## config.mk

```make
export PLATFORM = sky130hd
export DESIGN_NAME = pred_reg_arbiter
export DESIGN_NICKNAME = d
export VERILOG_FILES = /design/src/rtl/pred_reg_arbiter.sv
export SDC_FILE = /design/constraint.sdc
export NUM_CORES = 1
export LEC_CHECK = 0
export CAP_MARGIN = 20
export CORE_AREA = 2 2 141 143
export DETAILED_ROUTE_END_ITERATION = 10
export DIE_AREA = 0 0 143 145
export HOLD_SLACK_MARGIN = 0.02
export MAX_ROUTING_LAYER = met4
export PLACE_DENSITY = 0.66
export SKIP_LAST_GASP = 1
export SLEW_MARGIN = 20
export SYNTH_ARGS = -nofsm -noshare
export SYNTH_HDL_FRONTEND = slang
export SYNTH_SLANG_ARGS = --single-unit
```

## constraint.sdc

```tcl
create_clock -name clk -period 3.02 [get_ports clk]
set_input_delay 0.604 -clock clk [delete_from_list [all_inputs] [get_ports clk]]
set_output_delay 0.604 -clock clk [all_outputs]
set_load 0.03 [all_outputs]
```

## src/rtl/pred_reg_arbiter.sv

```systemverilog
// Round-robin arbiter sharing one predicate register block among NUM_REQ requesters.
// Optional macro PRED_ARB_WRITE_PRIO_EN: pending writes win over reads; rr_ptr advances on read grants only.
module pred_reg_arbiter #(
  parameter  int NUM_REQ   = 4,
  parameter  int LANES     = 16,
  parameter  int NUM_WARPS = 8,
  parameter  int NUM_PREGS = 32,
  localparam int WW        = (NUM_WARPS > 1) ? $clog2(NUM_WARPS) : 1,
  localparam int AW        = (NUM_PREGS > 1) ? $clog2(NUM_PREGS) : 1,
  localparam int IDW       = (NUM_REQ > 1) ? $clog2(NUM_REQ) : 1
) (
  input  logic                     clk,
  input  logic                     rst_n,
  input  logic [NUM_REQ-1:0]       req_valid,
  output logic [NUM_REQ-1:0]       req_ready,
  input  logic [NUM_REQ-1:0]       req_is_write,
  input  logic [NUM_REQ*WW-1:0]    req_warp,
  input  logic [NUM_REQ*AW-1:0]    req_raddr_0,
  input  logic [NUM_REQ*AW-1:0]    req_raddr_1,
  input  logic [NUM_REQ*AW-1:0]    req_waddr,
  input  logic [NUM_REQ*LANES-1:0] req_lane_mask,
  input  logic [NUM_REQ*LANES-1:0] req_wdata,
  output logic [WW-1:0]            warp_selector,
  output logic [LANES-1:0]         read_en_0,
  output logic [LANES-1:0]         read_en_1,
  output logic [AW-1:0]            raddr_0,
  output logic [AW-1:0]            raddr_1,
  output logic [LANES-1:0]         write_en,
  output logic [AW-1:0]            waddr,
  output logic [LANES-1:0]         wdata,
  input  logic [LANES-1:0]         rdata_0,
  input  logic [LANES-1:0]         rdata_1,
  output logic                     rsp_valid,
  output logic [IDW-1:0]           rsp_id,
  output logic [LANES-1:0]         rsp_rdata_0,
  output logic [LANES-1:0]         rsp_rdata_1
);

  logic [IDW-1:0]     rr_ptr;
  logic [IDW-1:0]     nxt_ptr;
  logic [NUM_REQ-1:0] cand;
  logic               gnt_any;
  logic [IDW-1:0]     gnt_id;
  logic               ptr_upd;

  logic               sel_wr;
  logic [WW-1:0]      sel_warp;
  logic [AW-1:0]      sel_raddr_0;
  logic [AW-1:0]      sel_raddr_1;
  logic [AW-1:0]      sel_waddr;
  logic [LANES-1:0]   sel_mask;
  logic [LANES-1:0]   sel_wdata;

  logic               rd_vld_p0;
  logic [IDW-1:0]     id_p0;

`ifdef PRED_ARB_WRITE_PRIO_EN
  logic [NUM_REQ-1:0] wr_req;
  assign wr_req  = req_valid & req_is_write;
  assign cand    = (|wr_req) ? wr_req : req_valid;
  assign ptr_upd = gnt_any && !sel_wr;
`else
  assign cand    = req_valid;
  assign ptr_upd = gnt_any;
`endif

  // Arbitration: first candidate at or after rr_ptr, then wrap to the lower indices
  always_comb begin
    gnt_any = 1'b0;
    gnt_id  = '0;
    for (int i = 0; i < NUM_REQ; i++) begin
      if (rst_n && !gnt_any && cand[i] && (i >= int'(rr_ptr))) begin
        gnt_any = 1'b1;
        gnt_id  = IDW'(i);
      end
    end
    for (int i = 0; i < NUM_REQ; i++) begin
      if (rst_n && !gnt_any && cand[i] && (i < int'(rr_ptr))) begin
        gnt_any = 1'b1;
        gnt_id  = IDW'(i);
      end
    end
  end

  always_comb begin
    req_ready = '0;
    if (gnt_any) req_ready[gnt_id] = 1'b1;
  end

  assign nxt_ptr = (gnt_id == IDW'(NUM_REQ - 1)) ? '0 : gnt_id + 1'b1;

  always_comb begin
    sel_wr      = 1'b0;
    sel_warp    = '0;
    sel_raddr_0 = '0;
    sel_raddr_1 = '0;
    sel_waddr   = '0;
    sel_mask    = '0;
    sel_wdata   = '0;
    for (int i = 0; i < NUM_REQ; i++) begin
      if (gnt_id == IDW'(i)) begin
        sel_wr      = req_is_write[i];
        sel_warp    = req_warp[i*WW +: WW];
        sel_raddr_0 = req_raddr_0[i*AW +: AW];
        sel_raddr_1 = req_raddr_1[i*AW +: AW];
        sel_waddr   = req_waddr[i*AW +: AW];
        sel_mask    = req_lane_mask[i*LANES +: LANES];
        sel_wdata   = req_wdata[i*LANES +: LANES];
      end
    end
  end

  // Stage p0: issue registers drive the block; addresses/warp/wdata hold when idle
  always_ff @(posedge clk or negedge rst_n) begin
    if (!rst_n) begin
      rr_ptr        <= '0;
      warp_selector <= '0;
      raddr_0       <= '0;
      raddr_1       <= '0;
      waddr         <= '0;
      wdata         <= '0;
      read_en_0     <= '0;
      read_en_1     <= '0;
      write_en      <= '0;
      rd_vld_p0     <= 1'b0;
      id_p0         <= '0;
    end else begin
      if (ptr_upd) rr_ptr <= nxt_ptr;
      if (gnt_any) begin
        warp_selector <= sel_warp;
        raddr_0       <= sel_raddr_0;
        raddr_1       <= sel_raddr_1;
        waddr         <= sel_waddr;
        wdata         <= sel_wdata;
        id_p0         <= gnt_id;
      end
      read_en_0 <= (gnt_any && !sel_wr) ? sel_mask : '0;
      read_en_1 <= (gnt_any && !sel_wr) ? sel_mask : '0;
      write_en  <= (gnt_any && sel_wr) ? sel_mask : '0;
      rd_vld_p0 <= gnt_any && !sel_wr;
    end
  end

  // Stage p1: capture combinational block read data, masked by the issued enables
  always_ff @(posedge clk or negedge rst_n) begin
    if (!rst_n) begin
      rsp_valid   <= 1'b0;
      rsp_id      <= '0;
      rsp_rdata_0 <= '0;
      rsp_rdata_1 <= '0;
    end else begin
      rsp_valid <= rd_vld_p0;
      if (rd_vld_p0) begin
        rsp_id      <= id_p0;
        rsp_rdata_0 <= rdata_0 & read_en_0;
        rsp_rdata_1 <= rdata_1 & read_en_1;
      end
    end
  end

endmodule

```

==> impl_results.md, run 1 <==
- Placed cell count: 1231
- Final setup violation count: 0
- Number of synthesized flops with an enable pin: 0
- # DRC: 0
- Chip width: 143 microns
- Reg-to-reg setup timing slack: 340 ps
- Reg area: 2660 sq um
- Clock transition at path regs: 80 ps
- Worst Max-Slew Pin Slew: 777 ps
- Diodes inserted: 0
- Multi-input gate area: 2270 sq um
- Fill cells: 1788
- Clock Path Buffers: 2
- First-pass GRT wire length: 34.2 mm
- Worst setup path endpoint: req_ready[0]
- Initial antenna violation count: 0
- Setup Buffers After CTS: 0
- Synthesized area per cell: 8.94 sq um
- Core ar.: 19200 sq um
- Yosys top cell area share: 47.6%
- Vias: 6059
- Port Buffer Count: 362
- Status: completed
- Cell Chain, Critical Path: clkdlybuf4s15_2 -> a21boi_0 -> o41a_1 -> o21a_1 -> ha_1 -> buf_4 -> and2_1 -> buf_4
- Dpl ws: -404 ps
- Worst r2r src: rr_ptr[1]$_DFFE_PN0N_
- Required time of the critical path: 2420 ps
- Hold slack: 357 ps
- Routed len/inst: 18.3 microns
- Worst path buffer plus inverter count: 3
- Mux share of post-synthesis cell area: 0.404%
- Via density: 4.86
- FF-to-FF path depth: 9
- Gr usage total: 22.2%
- Synth Area in Simple Gates: 9.48%
- Number of max-cap violations: 0
- Rows: 51
- Die area: 20700 sq um
- H-tree depth: 3
- CP Max Fanout: 7
- Post-CTS Hold Fix Bufs: 0
- VDD IR max: 0.000253 V
- Drt initial violations: 188
- Final wirelength: 22.8 mm
- Clock root cell: clkbuf_16
- Vias in the first global route: 6133
- Fin crit period: 2920 ps
- Cells after Synth: 623
- Setup crit start kind: input port
- Largest family of logic cells by synthesized area: compound AO/OA/AOI/OAI gates
- Synth cell types: 38
- Slew Limit Fails: 0
- Seq/Total Area, Yosys: 47.6%
- RSZ-0062 raised after global routing: false
- Initial Util: 29.0%
- Area delta synth->final: 78.5%
- Most frequent cell on the critical path: buf_4
- Syn Nets: 869
- Final ANT Viol Nets: 0
- Leakage: 4.26 nW
- Top FF cell, synth: dfrtp_1
- Non-filler cells, final: 1247
- Slew headroom: 48.2%
- Async SR Flop Fraction: 100%
- Synth Area in Compound Gates: 29.1%
- Final period util: 96.6%
- Synth area leaders: dfrtp_1, a21oi_1, inv_1, a211o_1, a221oi_1
- Critical path type: in2out
- Largest net degree at the start of global routing: 60
- IO Pins: 363
- RR Endpoint: raddr_1[4]$_DFFE_PN0N_
- Clock skew after layout: 11.6 ps
- PD cells: 582 nW/um^2
- Critical Path Max Stage Delay: 380 ps
- Synth top cells by count: dfrtp_1, a21oi_1, inv_1
- GP Congestion: 0.830
- Worst-Skew Late Latency: 360 ps
- Crit path depth: 8
- Most frequent cell after synthesis: dfrtp_1
- Clock tree from TritonCTS: yes
- CP max-delay cell: o41a_1
- CTS buffer count: 9
- Final Util: 51.7%
- Syn. warnings: 0
- Layout cells sized above 1: 9.16%
- Final HPWL from detailed placement: 17.5 mm
- Post-Synth Adder-Cell Area: 0.899%
- Sink Count: 106
- Hold Fails Final Rpt: 0
- Total grt overflow: 0
- Setup ws final: 104 ps
- CP startpoint: req_valid[2]
- Synth Area in XOR/XNOR: 0%
- NumNets Final: 1223
- Largest area contributor in the netlist: dfrtp_1
- Die height: 145 microns
- Register bit total from synthesis: 106
- CP arrival: 2310 ps
- Peak Freq: 343 MHz
- Critical path endpoint category: primary output
- Crit-path leading delay family: compound AO/OA/AOI/OAI gates
- Hold WC Path Type: in2async
- Mapped Area: 5570 sq um
- First-pass DRT Iterations: 4
## worst reg2reg max path: stages, from the launching register on
cell and delay, ps:
dfrtp_2 460, a21boi_0 290, o41a_1 230, o21a_1 190, ha_1 190, nor2b_4 470, buf_12 250, a221oi_1 110
a211o_1 290, a21oi_1 130
## metal layers
layer	share of wire, %	vias to the layer above	track usage, %	wire length (microns)
met5	0	-	-	0
met3	7.7	27	4.42	1750
li1	-	2885	-	-
met4	2.4	0	7.18	539
met1	39	2850	25.1	8880
met2	51	297	38.9	11700
## report_power, final
group          leakage, nW  total, mW  internal [mW]  switching [mW]
logic                 2.76       2.68           1.27            1.42
registers             1.36       1.89           1.68           0.208
clock network        0.144       1.21          0.601           0.606
## state kept, by name (all words and copies together) (netlist names), 3 cells and up
register and cells:
read_en_1 16, write_en 16, waddr 5, raddr_1 5, wdata 16, rsp_rdata_1 16
rsp_rdata_0 16, warp_selector 3, raddr_0 5
## placed cells by master (no fill, tap or decap), types with 3 or more instances in the layout
| master | Yosys | final |
|---|---|---|
| clkdlybuf4s50_1 | 0 | 353 |
| dfrtp_1 | 106 | 103 |
| a21oi_1 | 86 | 86 |
| inv_1 | 85 | 84 |
| nor2_1 | 67 | 67 |
| buf_4 | 17 | 48 |
| o21ai_0 | 38 | 38 |
| a211o_1 | 34 | 34 |
| a221oi_1 | 34 | 34 |
| nand3_1 | 33 | 33 |
| a221o_1 | 15 | 15 |
| a22oi_1 | 15 | 15 |
| nand2_1 | 9 | 9 |
| clkbuf_16 | 0 | 9 |
| buf_12 | 0 | 6 |
| nor2b_1 | 4 | 3 |
| ha_4 | 0 | 3 |
| clkinv_4 | 0 | 3 |
| dfrtp_2 | 0 | 3 |
## area by class of cell
| class | count | area share, % |
|---|---|---|
| Tap cell | 265 | 3.34 |
| Timing Repair Buffer | 411 | 40.8 |
| Sequential cell | 106 | 26.7 |
| Clock inverter | 6 | 0.617 |
| Clock buffer | 10 | 2.40 |
| Inverter | 86 | 3.25 |
| Multi-Input combinational cell | 363 | 22.9 |
## repair_timing
item                                   4_1_cts  5_1_grt
setup endpoints to repair                   13        8
endpoints found under the hold margin        0        0
pin swaps                                    3        3
gates resized for setup                     10        4
## worst min path at each step
stage / slack, ps / endpoint / cells past startpoint
after floorplan: 310 / id_p0[0]$_DFFE_PN0N_ / 0
after global placement: 460 / id_p0[0]$_DFFE_PN0N_ / 2
after detailed placement: 470 / id_p0[0]$_DFFE_PN0N_ / 2
after CTS: 350 / rsp_id[0]$_DFFE_PN0P_ / 2
after global routing: 370 / raddr_0[3]$_DFFE_PN0N_ / 2
final: 360 / rsp_id[1]$_DFFE_PN0P_ / 2
## stage by stage
stage	total power [mW]	cell area [sq um]	setup TNS [ps]
5_1_grt	6.09	9940	0
4_1_cts	5.85	9930	0
6_report	5.78	9940	0
3_5_place_dp	4.62	9610	-19740
2_1_floorplan	3.30	5570	0
3_3_place_gp	4.58	9610	-14900
## cell families after synthesis
family / after synthesis
and+or+nand+nor: 121
DFF: 106
muxes: 2
adders and majority gates: 4
buffers and inverters: 154
AOI/OAI and AO/OA: 236
(Power assumes the default switching activity.)
==> inputs of run 2 (changes only) <==
==> constraint.sdc (replaced) <==
create_clock -name clk -period 3.02 [get_ports clk]
set_input_delay 0.302 -clock clk [delete_from_list [all_inputs] [get_ports clk]]
set_output_delay 0.302 -clock clk [all_outputs]
set_load 0.03 [all_outputs]
==> impl_results.md, run 2 (same netlist as run 1, synthesis figures left out) <==
- Status: completed
- H-tree depth: 3 (unchanged)
- Chip width: 143 microns (unchanged)
- Required time of the critical path: 2720 ps (+300 ps)
- Clock transition at path regs: 80 ps (about the same)
- Peak Freq: 348 MHz (+1.4%)
- CP startpoint: rr_ptr[0]$_DFFE_PN0N_
- Vias in the first global route: 5858 (-4.5%)
- Fill cells: 1840 (+2.9%)
- Most Crowded Layer GR: met2
- First-pass DRT Iterations: 5 (+1)
- Slew headroom: 41.4% (-6.9 points)
- Hold Fails Final Rpt: 0 (unchanged)
- Routed len/inst: 18.3 microns (-0.29%)
- GP Congestion: 0.826 (-0.47%)
- CP Max Fanout: 51 (+44)
- Core ar.: 19200 sq um (unchanged)
- # DRC: 0 (unchanged)
- PD cells: 594 nW/um^2 (+2.1%)
- Total negative setup slack: 0 ps (unchanged)
- Setup crit start kind: register
- Total grt overflow: 0 (unchanged)
- Initial Util: 29.0% (unchanged)
- Via density: 4.84 (-0.38%)
- Largest net degree at the start of global routing: 64 (+6.7%)
- Area delta synth->final: 75.0%
- Final wirelength: 22.3 mm (-2.4%)
- Final period util: 95.2% (-1.3 points)
- Leakage: 4.14 nW (-2.8%)
- Final HPWL from detailed placement: 17.1 mm (-2.6%)
- Diodes inserted: 0 (unchanged)
- Hold WC Path Type: in2async
- Placed cell count: 1205 (-2.1%)
- Initial antenna violation count: 0 (unchanged)
- Vias: 5910 (-2.5%)
- Global-route track usage on met2: 36.7% (-2.3 points)
- Worst setup path endpoint: req_ready[3]
- Drt initial violations: 236 (+26%)
- Die height: 145 microns (unchanged)
- Most frequent cells in the layout: clkdlybuf4s50_1, dfrtp_1, a21oi_1
- M3 GR Usage: 3.99% (-0.43 points)
- Reg-to-reg setup timing slack: 270 ps (-70 ps)
- Setup Buffers After CTS: 0 (unchanged)
- Clock tree from TritonCTS: yes
- CP arrival: 2570 ps (+260 ps)
- GR Util met1: 25.8% (+0.62 points)
- Hold slack: 126 ps (-231 ps)
- Clock Path Buffers: 2 (unchanged)
- RSZ-0062 raised after global routing: false
- Worst Max-Slew Pin Slew: 880 ps (+103 ps)
- Die area: 20700 sq um (unchanged)
- IO Pins: 363 (unchanged)
- Number of max-cap violations: 0 (unchanged)
- First-pass GRT wire length: 33.5 mm (-2.1%)
- Sink Count: 106 (unchanged)
- Critical path type: reg2out
- Worst-Skew Late Latency: 350 ps (about the same)
- Critical path endpoint category: primary output
- RR Endpoint: write_en[14]$_DFF_PN0_
- Final setup violation count: 0 (unchanged)
- Worst r2r src: rr_ptr[0]$_DFFE_PN0N_
- VDD IR max: 0.000248 V (-2.0%)
- Final ANT Viol Nets: 0 (unchanged)
- Clock root cell: clkbuf_16
- Clock skew after layout: 10.7 ps (-0.941 ps)
- FF-to-FF path depth: 10 (+1)
- Non-filler cells, final: 1221 (-2.1%)
- Layout cells sized above 1: 5.96% (-3.2 points)
- CTS buffer count: 9 (unchanged)
- Final Power: 5.79 mW (+0.11%)
- Final Util: 50.7% (-1.0 points)
- Most common cell after layout, fill and taps aside: clkdlybuf4s50_1
- Gr usage total: 21.5% (-0.69 points)
- Rows: 51 (unchanged)
- Slew Limit Fails: 0 (unchanged)
- NumNets Final: 1197 (-2.1%)
- Port Buffer Count: 362 (unchanged)
- Fin crit period: 2880 ps (-40.7 ps)
## run 2: worst min path at each step
stage	end	slack (ps)
after floorplan	id_p0[0]$_DFFE_PN0N_	6
after global placement	id_p0[0]$_DFFE_PN0N_	470
after detailed placement	warp_selector[1]$_DFFE_PN0N_	490
after CTS	write_en[14]$_DFF_PN0_	140
after global routing	rsp_rdata_0[1]$_DFFE_PN0P_	180
final	id_p0[1]$_DFFE_PN0N_	130
## run 2: layout make-up
| type | count | area, sq um | area share (%) |
|---|---|---|---|
| Timing Repair Buffer | 385 | 3860 | 39.7 |
| Sequential cell | 106 | 2650 | 27.2 |
| Multi-Input combinational cell | 363 | 2250 | 23.1 |
| Tap cell | 265 | 332 | 3.40 |
| Inverter | 86 | 323 | 3.31 |
| Clock buffer | 9 | 225 | 2.31 |
| Clock inverter | 7 | 92.6 | 0.950 |
## run 2: what timing repair did
action,CTS,global route
resized for setup,0,2
hold buffers,0,0
setup endpoints to repair,0,2
## run 2: where the power goes
part	switching [mW]	internal, mW	total (mW)
Clock	0.616	0.669	1.28
Combinational	1.42	1.21	2.63
Sequential	0.193	1.68	1.88
Total	2.23	3.56	5.79
## run 2: critical path: stages (launching register included)
cell and delay, ps:
dfrtp_1 460, inv_1 90, o32a_2 390, a211o_1 290
inv_1 160, ha_4 220, buf_12 230, and2_1 170
buf_4 170
## run 2: per-stage QoR
step                worst slack (ps)  instance area [sq um]
finish                           144                   9750
global route                    4.71                   9750
CTS                             65.2                   9740
detailed placement              -117                   9420
global placement               -66.4                   9420
floorplan                        466                   5570
## run 2: per-layer routing
metal / wire length (microns) / share of wire, % / vias to the layer above
met5: 0 / 0 / -
met4: 422 / 1.9 / 0
met3: 1680 / 7.5 / 24
met2: 11300 / 50 / 279
met1: 8940 / 40 / 2781
li1: - / - / 2826
==> inputs of run 3 (changes only) <==
--- a/config.mk
+++ b/config.mk
@@ -5,6 +5,7 @@
 export SDC_FILE = /design/constraint.sdc
 export NUM_CORES = 1
 export LEC_CHECK = 0
+export ABC_CLOCK_PERIOD_IN_PS = 3020
 export CAP_MARGIN = 20
 export CORE_AREA = 2 2 141 143
 export DETAILED_ROUTE_END_ITERATION = 10
==> results of run 3 <==
Same layout as run 2: the final DEF is identical, and so are final timing and power.
